## src/rtl/dbus_wb_master.sv

```systemverilog
// Wishbone classic master for the MiniMIPS32 data-memory port: one bus cycle per
// load/store, with pipeline stall, flush-discard and ack-timeout handling.
module dbus_wb_master #(
  parameter int          TO_WIDTH  = 8,
  parameter logic [31:0] ERR_RDATA = 32'h0000_0000
) (
  input  logic        wb_clk_i,
  input  logic        wb_rst_i,
  input  logic        cpu_ce,
  input  logic        cpu_we,
  input  logic [31:0] cpu_addr,
  input  logic [3:0]  cpu_sel,
  input  logic [31:0] cpu_wdata,
  output logic [31:0] cpu_rdata,
  input  logic        flush,
  output logic        stall_req,
  output logic        bus_err,
  output logic        wb_cyc_o,
  output logic        wb_stb_o,
  output logic        wb_we_o,
  output logic [31:0] wb_adr_o,
  output logic [3:0]  wb_sel_o,
  output logic [31:0] wb_dat_o,
  input  logic [31:0] wb_dat_i,
  input  logic        wb_ack_i
);

  typedef enum logic [1:0] {
    IDLE = 2'd0,
    BUS  = 2'd1,
    HOLD = 2'd2
  } state_t;

  // Timeout fires in the cycle whose increment would make the counter all-ones,
  // giving 2^TO_WIDTH-1 BUS cycles without ack before the abort.
  localparam logic [TO_WIDTH-1:0] TO_LAST = {{(TO_WIDTH-1){1'b1}}, 1'b0};

  state_t              state, state_next;
  logic [TO_WIDTH-1:0] cnt;
  logic                discard;
  logic                start, ack_hit, timeout, drop;
  logic                unused_addr;

  assign unused_addr = ^cpu_addr[1:0];

  assign stall_req = cpu_ce & ~flush & (state != HOLD) & ~wb_rst_i;

  always_comb begin
    state_next = state;
    start      = 1'b0;
    ack_hit    = 1'b0;
    timeout    = 1'b0;
    drop       = discard | flush;
    case (state)
      IDLE: begin
        if (cpu_ce && !flush) begin
          start      = 1'b1;
          state_next = BUS;
        end
      end
      BUS: begin
        if (wb_ack_i) begin
          ack_hit    = 1'b1;
          state_next = drop ? IDLE : HOLD;
        end else if (cnt == TO_LAST) begin
          timeout    = 1'b1;
          state_next = drop ? IDLE : HOLD;
        end
      end
      HOLD:    state_next = IDLE;
      default: state_next = IDLE;
    endcase
  end

  always_ff @(posedge wb_clk_i) begin
    if (wb_rst_i) begin
      state     <= IDLE;
      wb_cyc_o  <= 1'b0;
      wb_stb_o  <= 1'b0;
      wb_we_o   <= 1'b0;
      wb_adr_o  <= '0;
      wb_sel_o  <= '0;
      wb_dat_o  <= '0;
      cpu_rdata <= '0;
      bus_err   <= 1'b0;
      cnt       <= '0;
      discard   <= 1'b0;
    end else begin
      state   <= state_next;
      bus_err <= timeout;
      if (start) begin
        wb_cyc_o <= 1'b1;
        wb_stb_o <= 1'b1;
        wb_we_o  <= cpu_we;
        wb_adr_o <= {cpu_addr[31:2], 2'b00};
        wb_sel_o <= cpu_sel;
        wb_dat_o <= cpu_wdata;
        cnt      <= '0;
        discard  <= 1'b0;
      end
      if (state == BUS) begin
        if (ack_hit || timeout) begin
          wb_cyc_o <= 1'b0;
          wb_stb_o <= 1'b0;
        end else begin
          cnt <= cnt + 1'b1;
        end
        if (flush) discard <= 1'b1;
      end
      // A discarded access still completes on the bus but never updates load data.
      if (ack_hit && !wb_we_o && !drop) cpu_rdata <= wb_dat_i;
      if (timeout && !wb_we_o && !drop) cpu_rdata <= ERR_RDATA;
    end
  end

endmodule

```

## config.mk

```make
export PLATFORM = sky130hd
export DESIGN_NAME = dbus_wb_master
export DESIGN_NICKNAME = d
export VERILOG_FILES = /design/src/rtl/dbus_wb_master.sv
export SDC_FILE = /design/constraint.sdc
export NUM_CORES = 1
export LEC_CHECK = 0
export BUFFER_PORTS_ARGS = -buffer_cell sky130_fd_sc_hd__clkbuf_2
export CAP_MARGIN = 30
export CORE_MARGIN = 3
export CORE_UTILIZATION = 35
export DETAILED_ROUTE_END_ITERATION = 10
export HOLD_SLACK_MARGIN = 0.12
export PLACE_DENSITY_LB_ADDON = 0.15
export SYNTH_ARGS = -nofsm -noshare
export SYNTH_HDL_FRONTEND = slang
export SYNTH_SLANG_ARGS = --single-unit
export TNS_END_PERCENT = 100
```

## constraint.sdc

```tcl
create_clock -name wb_clk_i -period 2.47 [get_ports wb_clk_i]
set_input_delay 0.247 -clock wb_clk_i [delete_from_list [all_inputs] [get_ports wb_clk_i]]
set_output_delay 0.247 -clock wb_clk_i [all_outputs]
set_load 0.005 [all_outputs]
```

==> impl_metrics.tcl, run 1 <==
set metrics [dict create \
    htreeDepth 4 \
    synth_compound_area_frac 0.153 \
    end_kind "flop" \
    vias 4484 \
    yosysWarningCount 0 \
    synth_top_family_by_area "simple AND/OR/NAND/NOR gates" \
    critPathArrivalTime_ns 2.39 \
    drt_iter0_drc 217 \
    yosys.area_share.adder 0.00598 \
    drc_errors 0 \
    placed_area_um2 5230 \
    rsz0062_at_grt "no" \
    final.period_utilization 0.865 \
    use_met1 0.207 \
    pwr-share-clk 0.501 \
    synth-main-ff-cell "dfxtp_1" \
    final_util 0.589 \
    p_sw_frac 0.219 \
    grt_max_degree 57 \
    clk_pin_slew_ns 0.05 \
    numCtsBuffers 17 \
    p_per_area_nw_per_um2 704 \
    avgRoutedWirePerCell_um 13.1 \
    place_inst 837 \
    p_leak_nw 2.96 \
    synthDistinctLibCells 40 \
    synth_area_leaders "dfxtp_1 (54%), nand2_1 (18%), a21oi_1 (12%)" \
    cts.path.max_buffers 2 \
    synth-seq-area-share 0.541 \
    post_cts_resized 0 \
    dpl_worst_slack_ns 0.514 \
    slew_headroom 0.541 \
    synth-async-reset-ratio 0 \
    yosys.area.top_type "dfxtp_1" \
    start_util 0.362 \
    cap_violations 0 \
    grt.busiest_layer "met2" \
    globalplace.congestion 0.779 \
    rows 39 \
    synth-edff-count 0 \
    grtUsageMet3 0.0663 \
    synth_cells 518 \
    fin_nets 921 \
    globalRouteOverflowTotal 0 \
    finalPower_mw 4.80 \
    drt-total-wl_mm 12.7 \
    muxShareOfSynthArea 0 \
    antenna_found_initial 0 \
    status "completed" \
    setup_tns_ns 0 \
    fmax_mhz 468 \
    report.final.setup_viol 0 \
    final_cells 969 \
    layout_min_cycle_time_ns 2.14 \
    synth_seq_cells 113 \
    path_class "input port to flop" \
    worst_slew_pin_slew_ns 0.688 \
    cts_tree "done" \
    cts_sinks 113 \
    synth-simple-area-share 0.241 \
    seqPwrFrac 0.401 \
    ir_drop_mv 0.306 \
    cp_data_required_time_ns 2.72 \
    syn_avg_cell_area_um2 8.07 \
    dr.pass1.iters 5 \
    use_met2 0.326 \
    r2r_slack_ns 0.48 \
    synthToLayoutAreaGrowth_pct 63.0 \
    cts-root-buf "clkbuf_16" \
    maxSlewViolCount 0 \
    vias_per_cell 4.63 \
    p_sw_mw 1.05 \
    grt_use_total 0.189 \
    nFillCells 1016 \
    diodes 0 \
    insertion_delay_ns 0.40 \
    intPower_mw 3.75 \
    hold_ws_ns 0.230 \
    drive_above_1_share 0.303 \
    min_path_type "input port to flop" \
    fin_area_um2 6820 \
    grt_first_pass_wirelength_mm 20.0 \
    start_kind "input port" \
    critPathMaxFanout 28 \
    io_buffer_count 206 \
    fin_skew_ns 0.00758 \
    core_area_um2 11600 \
    yosysTopAreaCellShare 0.541 \
    hold_violations 0 \
    layout_setup_ws_ns 0.334 \
    grt_pass1_vias 4400 \
    p_comb_frac 0.098 \
    dieArea_um2 13300 \
    yosysMostFrequentCell "nand2_1" \
    syn_area_um2 4180 \
    io_pins 211 \
    drtAntennaViolNets 0 \
    synth_xor_area_frac 0 \
    die_x_um 115 \
    fp.dieH_um 115 \
    post-dp-hpwl_mm 8.18 \
    synthTopCellsByCount "nand2_1 (202), dfxtp_1 (113), a21oi_1 (104)" \
]
-- area by class of cell --
class                           instances  area, µm²  area share
Clock buffer                           21        450      0.0661
Clock inverter                         11        136      0.0200
Inverter                                2       7.51     0.00110
Multi-Input combinational cell        366       1680       0.247
Sequential cell                       113       2260       0.332
Tap cell                              143        179      0.0262
Timing Repair Buffer                  313       2100       0.308
-- routing by layer --
layer	vias to the layer above	share of wire
met4	0	0.024
met3	26	0.066
met5	-	0
met2	158	0.49
met1	2009	0.42
li1	2291	-
-- timing repair --
action,4_1_cts,5_1_grt
hold buffers,100,0
hold endpoints to repair,100,0
setup buffers,0,0
setup endpoints to repair,0,0
-- placed cells by master, fill, tap and decap left out, types with 2 or more instances in the layout --
| cell type | netlist | routed |
|---|---|---|
| bufinv_16 | 0 | 3 |
| inv_1 | 2 | 2 |
| nor3_1 | 4 | 4 |
| or3_1 | 3 | 3 |
| clkbuf_16 | 0 | 17 |
| nand2b_1 | 2 | 2 |
| o21a_1 | 3 | 3 |
| conb_1 | 1 | 2 |
| clkinv_2 | 0 | 6 |
| nand2_1 | 202 | 202 |
| clkbuf_2 | 0 | 205 |
| dfxtp_1 | 113 | 113 |
| nand4_1 | 2 | 2 |
| nand3_1 | 12 | 12 |
| dlygate4sd3_1 | 0 | 100 |
| nor2_1 | 4 | 4 |
| a31oi_1 | 3 | 3 |
| a21oi_1 | 104 | 104 |
| clkbuf_1 | 14 | 3 |
| ha_1 | 2 | 2 |
| buf_4 | 4 | 6 |
-- sequential cells by signal, summed over array words and instances (netlist names), 2 cells and up --
name,flops
cnt,8
cpu_rdata,32
state,2
wb_adr_o,30
wb_dat_o,32
wb_sel_o,4
-- logic make-up after synthesis --
group	Yosys count
buffers and inverters	40
AND/OR/NAND/NOR	242
AO/OA/AOI/OAI	120
other	1
adder cells (fa/ha/maj)	2
flip-flops	113
-- power by group through the flow --
stage / clock network, mW / registers (mW) / logic [mW]
finish: 2.40 / 1.92 / 0.472
global route: 2.57 / 1.93 / 0.520
CTS: 2.46 / 1.92 / 0.472
detailed placement: 0 / 1.96 / 0.345
global placement: 0 / 1.96 / 0.337
floorplan: 0 / 1.96 / 0.169
-- critical path, cell delays in order --
cell and delay (ns):
dlygate4sd3_1 0.54, clkbuf_2 0.14, or3b_4 0.40, or2_2 0.51
buf_4 0.33, nand2_1 0.12, a21oi_1 0.08
-- worst paths after layout --
| check | startpoint | end | cells past startpoint |
|---|---|---|---|
| max reg2reg | state[1] | wb_adr_o[4] | 5 |
| min reg2reg | wb_adr_o[12] | wb_adr_o[12] | 2 |
| max | flush | wb_adr_o[4] | 7 |
| min | wb_ack_i | bus_err | 3 |
Power figures use the tool's default switching activity.
==> run 2, diff against run 1 <==
--- a/config.mk
+++ b/config.mk
@@ -11,7 +11,7 @@
 export CORE_UTILIZATION = 35
 export DETAILED_ROUTE_END_ITERATION = 10
 export HOLD_SLACK_MARGIN = 0.12
-export PLACE_DENSITY_LB_ADDON = 0.15
+export PLACE_DENSITY = 0.64
 export SYNTH_ARGS = -nofsm -noshare
 export SYNTH_HDL_FRONTEND = slang
 export SYNTH_SLANG_ARGS = --single-unit
==> impl_metrics.tcl, run 2 (synthesis gave the netlist of run 1 again) <==
set metrics [dict create \
    status "completed" \
    fmax_mhz 480 \
    antenna_found_initial 0 \
    reg_top3 "cpu_rdata (32), wb_dat_o (32), wb_adr_o (30)" \
    grt.busiest_layer "met2" \
    report.final.setup_viol 0 \
    cts_sinks 113 \
    multiInputGateArea_um2 1680 \
    start_util 0.362 \
    end_kind "flop" \
    clk_pin_slew_ns 0.05 \
    globalplace.congestion 0.784 \
    critPathArrivalTime_ns 2.33 \
    cts_tree "done" \
    grtUsageMet3 0.0579 \
    fp.dieH_um 115 \
    io_buffer_count 206 \
    fin_skew_ns 0.00611 \
    avgRoutedWirePerCell_um 13.4 \
    rows 39 \
    p_sw_mw 1.05 \
    use_met2 0.351 \
    p_leak_nw 2.97 \
    globalRouteOverflowTotal 0 \
    drive_above_1_share 0.304 \
    r2r_cells 5 \
    r2r_slack_ns 0.55 \
    dieArea_um2 13300 \
    cp_slowest_cell "dlygate4sd3_1" \
    die_x_um 115 \
    cp_cell_sequence "dlygate4sd3_1 -> clkbuf_2 -> or3b_4 -> or2_2 -> buf_4 -> nand2_1 -> a21oi_1" \
    intPower_mw 3.80 \
    core_area_um2 11600 \
    insertion_delay_ns 0.40 \
    ir_drop_mv 0.463 \
    hold_ws_ns 0.227 \
    htreeDepth 4 \
    worst_slew_pin_slew_ns 0.663 \
    maxSlewViolCount 0 \
    nFillCells 975 \
    numCtsBuffers 17 \
    diodes 0 \
    grt_pass1_vias 4719 \
    cts.path.max_buffers 2 \
    grt_use_total 0.196 \
    cts-root-buf "clkbuf_16" \
    pwr-share-clk 0.506 \
    layout_common_cells "clkbuf_2 (206), nand2_1 (202), dfxtp_1 (113)" \
    setup_tns_ns 0 \
    final_common_cell "clkbuf_2" \
    path_class "input port to flop" \
    crit_path_max_incr_delay_ns 0.54 \
    seqPwrFrac 0.397 \
    cap_violations 0 \
    start_kind "input port" \
    drtAntennaViolNets 0 \
    use_met1 0.204 \
    grt_first_pass_wirelength_mm 20.9 \
    p_comb_frac 0.098 \
    layout_min_cycle_time_ns 2.09 \
    cp_data_required_time_ns 2.72 \
    grt_max_degree 70 \
    rsz0062_at_grt "no" \
    slew_headroom 0.558 \
    p_sw_frac 0.217 \
    seqCellArea_um2 2260 \
    post-dp-hpwl_mm 7.97 \
    fin_nets 920 \
    io_pins 211 \
    synthToLayoutAreaGrowth_pct 63.2 \
    p_per_area_nw_per_um2 711 \
    min_path_type "input port to flop" \
    hold-path-cell-count 3 \
    vias_per_cell 4.68 \
    drt-total-wl_mm 13.0 \
    drc_errors 0 \
    dr.pass1.iters 4 \
    critPathMaxFanout 33 \
    drt_iter0_drc 223 \
    vias 4535 \
    final.period_utilization 0.844 \
    hold_violations 0 \
]
-- run 2: cell count changes in the layout (fill, tap and decap cells not counted) --
cell        delta
inv_6          -1
buf_4          -1
buf_2          -1
clkbuf_8       +2
clkbuf_1       -2
clkinvlp_4     +1
clkbuf_2       +1
-- run 2: path summary, 6_finish.rpt --
kind,startpoint,endpoint
max,flush,wb_adr_o[12]
min,wb_ack_i,bus_err
max reg2reg,state[1],wb_adr_o[12]
min reg2reg,wb_adr_o[4],wb_adr_o[4]
-- run 2: worst max-delay path: cells and delay by family --
family                 cells  cell delay (ns)
AOI/OAI and AO/OA          1             0.07
buffers and inverters      3             1.00
and+or+nand+nor            3             1.00
-- run 2: layer usage --
layer,routed length (µm),part of all wire,vias to the layer above
li1,-,-,2292
met1,5160,0.40,2041
met2,6610,0.51,165
met3,792,0.061,37
met4,454,0.035,0
met5,0,0,-
-- run 2: layout make-up --
| class | instances | area share |
|---|---|---|
| Sequential cell | 113 | 0.331 |
| Timing Repair Buffer | 312 | 0.306 |
| Multi-Input combinational cell | 366 | 0.247 |
| Clock buffer | 21 | 0.0689 |
| Tap cell | 143 | 0.0262 |
| Clock inverter | 11 | 0.0198 |
| Inverter | 2 | 0.00110 |
-- run 2: power by group through the flow --
stage | sequential (mW) | combinational (mW) | clock, mW
6_report | 1.92 | 0.473 | 2.45
5_1_grt | 1.93 | 0.523 | 2.61
4_1_cts | 1.92 | 0.467 | 2.51
3_5_place_dp | 1.96 | 0.342 | 0
3_3_place_gp | 1.96 | 0.334 | 0
2_1_floorplan | 1.96 | 0.169 | 0
-- run 2: metrics by stage --
| stage | instance area [µm²] | power, mW | util | setup slack (ns) | cells |
|---|---|---|---|---|---|
| after floorplan | 4190 | 2.13 | - | 0.977 | 519 |
| after global placement | 5220 | 2.29 | 0.451 | 0.591 | 836 |
| after detailed placement | 5220 | 2.30 | 0.451 | 0.540 | 836 |
| after CTS | 6830 | 4.90 | 0.590 | 0.396 | 968 |
| after global routing | 6830 | 5.06 | 0.590 | 0.294 | 968 |
| final | 6830 | 4.85 | 0.590 | 0.385 | 968 |
-- run 2: repair_timing --
action,4_1_cts,5_1_grt
hold endpoints to repair,100,0
buffers inserted,0,0
hold buffers,100,0
gates resized for setup,0,0
